<file path="config.mk">
export PLATFORM = sky130hd
export DESIGN_NAME = serial_adder_ctrl
export DESIGN_NICKNAME = d
export VERILOG_FILES = /design/src/rtl/serial_adder_ctrl.sv
export SDC_FILE = /design/constraint.sdc
export NUM_CORES = 1
export LEC_CHECK = 0
export ABC_AREA = 0
export CAP_MARGIN = 30
export CORE_MARGIN = 2
export CORE_UTILIZATION = 46
export DETAILED_ROUTE_END_ITERATION = 10
export PLACE_DENSITY = 0.75
export SETUP_SLACK_MARGIN = 0.5
export SYNTH_ARGS = -nofsm -noshare
export SYNTH_HDL_FRONTEND = slang
export SYNTH_SLANG_ARGS = --single-unit
</file>
<file path="constraint.sdc">
create_clock -name clk -period 1.4 [get_ports clk]
set_input_delay 0.28 -clock clk [delete_from_list [all_inputs] [get_ports clk]]
set_output_delay 0.28 -clock clk [all_outputs]
set_load 0.02 [all_outputs]
</file>
<file path="src/rtl/serial_adder_ctrl.sv">
// serial_adder_ctrl: bit-serial adder sequencer, LSB first; define SERIAL_ADDER_SUB_EN for the subtract option
module serial_adder_ctrl #(
    parameter int WIDTH = 8
) (
    input  logic             clk,
    input  logic             rst_n,
    input  logic             start,
    input  logic [WIDTH-1:0] a,
    input  logic [WIDTH-1:0] b,
    input  logic             cin,
`ifdef SERIAL_ADDER_SUB_EN
    input  logic             sub,
`endif
    output logic             busy,
    output logic             done,
    output logic [WIDTH-1:0] sum,
    output logic             cout
);
    localparam int CW = $clog2(WIDTH);
    typedef enum logic [1:0] {IDLE, RUN, DONE} state_t;
    state_t           state;
    logic [WIDTH-1:0] op_a, op_b, b_in, nxt;
    logic [WIDTH-2:0] res;
    logic [CW-1:0]    count;
    logic             carry, c_in, fa_s, fa_c;
`ifdef SERIAL_ADDER_SUB_EN
    assign b_in = sub ? ~b : b;
    assign c_in = sub ? 1'b1 : cin;
`else
    assign b_in = b;
    assign c_in = cin;
`endif
    assign fa_s = op_a[0] ^ op_b[0] ^ carry;
    assign fa_c = (op_a[0] & op_b[0]) | (carry & (op_a[0] ^ op_b[0]));
    assign nxt  = {fa_s, res};
    always_ff @(posedge clk or negedge rst_n) begin
        if (!rst_n) begin
            state <= IDLE;
            busy  <= 1'b0;
            done  <= 1'b0;
            sum   <= '0;
            cout  <= 1'b0;
            op_a  <= '0;
            op_b  <= '0;
            res   <= '0;
            carry <= 1'b0;
            count <= '0;
        end else if (state == RUN) begin
            carry <= fa_c;
            op_a  <= op_a >> 1;
            op_b  <= op_b >> 1;
            res   <= nxt[WIDTH-1:1];
            count <= count + CW'(1);
            if (count == CW'(WIDTH - 1)) begin
                sum   <= nxt;
                cout  <= fa_c;
                done  <= 1'b1;
                busy  <= 1'b0;
                state <= DONE;
            end
        end else begin
            done  <= 1'b0;
            busy  <= start;
            state <= start ? RUN : IDLE;
            if (start) begin
                op_a  <= a;
                op_b  <= b_in;
                carry <= c_in;
                count <= '0;
            end
        end
    end
endmodule

</file>
==> run summary <==
status - finished clean
core area - 3390 um^2
YS warnings - 0
Initial Utilization - 48.8%
syn_area_per_cell - 13.2 um^2
Slew Limit Headroom - 81.6%
Least-Margin Pin Slew - 0.268 ns
LEAKAGE - 1.33 nW
CP Class - reg2reg
sequential power share - 30.6%
antenna violations before repair - 0
final global-route overflow total - 0
Tightest Hold Check Type - in2async
Max H-tree Level - 2
worst vdd ir - 1.27 mV
first-pass GRT wire length - 5.89 mm
Crit-path slowest cell - dfrtp_1
largest net degree at the start of global routing - 21
Cells after Synth - 125
CTS tree - done
Post-Route WL - 3.96 mm
average wire per cell in the routed design - 16.3 um
Clk pwr share - 9.0%
DR vias - 1215
CP max stage delay - 0.42 ns
crit-path max FO - 5
Pwr Total - 6.61 mW
CP bufs+invs - 0
I/O pin total - 31
crit path cell chain - ha_2, ha_4, nand2_8, mux2_4
commonest cells after routing, fill and taps aside - dfrtp_1 (36), buf_4 (25), clkdlybuf4s50_1 (18)
Switching Share - 35.3%
drt drc - 0
Detail Route Antenna Nets - 0
port bufs - 30
crit path time final - 1.34 ns
Pint - 4.27 mW
Clock Latency Late Sink - 0.35 ns
Mapped Area - 1650 um^2
Initial DRT Pass Iterations - 3
Cell Rows - 21
Slew Limit Fails - 0
Max clock buf depth - 2
drt initial violations - 23
final worst path period share - 96.0%
final setup skew - 0.00704 ns
Syn Nets - 148
Seq/Total Area, Yosys - 57.5%
Post-DP Area - 2060 um^2
All-Layer GR Usage - 19.7%
nets - 219
vias in the first global route - 1219
power density cells - 2450 nW/um^2
# diodes - 0
CP top delay family - adder cells
Unique masters post-synth - 17
Post-DP HPWL - 2.16 mm
Clock Sinks - 38
die area - 4090 um^2
Comb power frac - 60.3%
startpoint types - register
commonest non-fill, non-tap cell in the layout - dfrtp_1
final hold violation count - 0
Sw Pwr - 2.33 mW
Root Buffer - clkbuf_4
share of cells above drive strength 1 - 57.9%
Final Cell Area - 2700 um^2
Die X-Extent - 63.9 um
Seq cells post-synth - 38
TritonCTS Buffers - 5
Setup crit end kind - register
WP data required - 1.64 ns
Worst Path Arrival - 1.58 ns
via-per-instance ratio - 5.00
RSZ-0062 raised after global routing - yes
filler instances - 200
max cap viols - 0
# placed instances - 204
gpl congestion - 0.729
Syn-to-layout area delta - 63.4%
die height - 63.9 um
endpoints failing setup - 0
clock-pin slew on the worst setup and hold paths - 0.11 ns
Fmax - 744 MHz
non-filler cells, final - 243
[worst register-to-register path, delay by kind of cell (launching register included)]
kind / cells / cell delay (ns)
adder cells (fa/ha/maj): 2 / 0.43
AND/OR/NAND/NOR: 1 / 0.09
multiplexers: 1 / 0.30
flip-flops: 1 / 0.42
[cell families (layout without fill, tap and decap cells)]
| logic type | count (synthesis) | after routing | share of synthesized area [%] |
|---|---|---|---|
| and+or+nand+nor | 24 | 25 | 7.34 |
| buffers and inverters | 8 | 79 | 3.03 |
| muxes | 34 | 34 | 23.9 |
| AOI/OAI and AO/OA | 18 | 18 | 5.45 |
| DFF | 38 | 38 | 57.5 |
| adders and majority gates | 3 | 3 | 2.73 |
[cells in the mapped netlist, drive strengths merged]
| master | instances | share of area, % |
|---|---|---|
| dfrtp | 38 | 58 |
| nand2 | 18 | 5.1 |
| mux2 | 17 | 14 |
| mux2i | 17 | 10 |
| o21ai | 17 | 5.1 |
| buf | 6 | 2.6 |
| nor2 | 3 | 0.68 |
| ha | 2 | 1.5 |
| nand2b | 2 | 0.76 |
| a21oi | 1 | 0.30 |
| clkbuf | 1 | 0.23 |
| fa | 1 | 1.2 |
| inv | 1 | 0.23 |
| nor2b | 1 | 0.83 |
[state kept, by name, indices dropped and copies added, names as in the netlist]
signal,flops
carry,1
count,3
cout,1
done,1
op_a,8
op_b,8
res,7
state,1
sum,8
[final timing paths]
| kind | from | slack (ns) | cells past startpoint | endpoint |
|---|---|---|---|---|
| setup / recovery | count[0] | 0.06 | 4 | sum[3] |
| hold / removal | rst_n | 0.27 | 2 | sum[6] |
| setup reg to reg | count[0] | 0.06 | 4 | sum[3] |
| hold reg to reg | op_b[5] | 0.51 | 2 | op_b[4] |
| max in group asynchronous | rst_n | 0.66 | 3 | done |
| min in group clk | op_b[5] | 0.51 | 2 | op_b[4] |
[timing repair]
action                                 4_1_cts  5_1_grt
gates resized for setup                     99       51
pin swaps                                    9       18
cloned                                       3        2
endpoints found under the hold margin       38        0
setup buffers                               16        9
setup endpoints to repair                   49       49
hold buffers                                 1        0
[layer usage]
metal / track usage (%) / vias to the layer above / wire, um
met5: 0 / - / 0
met4: 7.34 / 0 / 82
li1: - / 577 / -
met3: 6.34 / 11 / 164
met1: 23.9 / 598 / 1590
met2: 32.7 / 29 / 2120
[stage by stage]
stage / TNS [ns] / util [%] / worst slack (ns) / hold slack, ns
final: 0 / 79.7 / 0.0564 / 0.269
after CTS: 0 / 71.8 / 0.105 / 0.250
after detailed placement: -0.226 / 60.8 / -0.0702 / 0.0892
after global placement: 0 / 60.8 / 0.0191 / 0.0880
after floorplan: 0 / - / 0.135 / -0.0156
after global routing: 0 / 79.7 / 0.0187 / 0.263
[area by class of cell]
type | instances | area, um^2 | share of cell area [%]
clock buffers | 7 | 55.1 | 2.04
clock inverters | 1 | 5.00 | 0.185
inverters | 1 | 3.75 | 0.139
multi-input cells | 80 | 863 | 32.0
flip-flops and latches | 38 | 953 | 35.3
well taps | 46 | 57.6 | 2.13
repair buffers | 70 | 762 | 28.2
[power by group through the flow]
stage | combinational (mW) | clock (mW) | sequential [mW]
detailed placement | 1.97 | 0 | 1.94
CTS | 3.10 | 0.604 | 1.94
floorplan | 1.24 | 0 | 2.03
finish | 3.99 | 0.597 | 2.02
global route | 4.26 | 0.670 | 2.07
global placement | 1.87 | 0 | 1.90
Note: power is estimated with default switching activity, not from simulation.
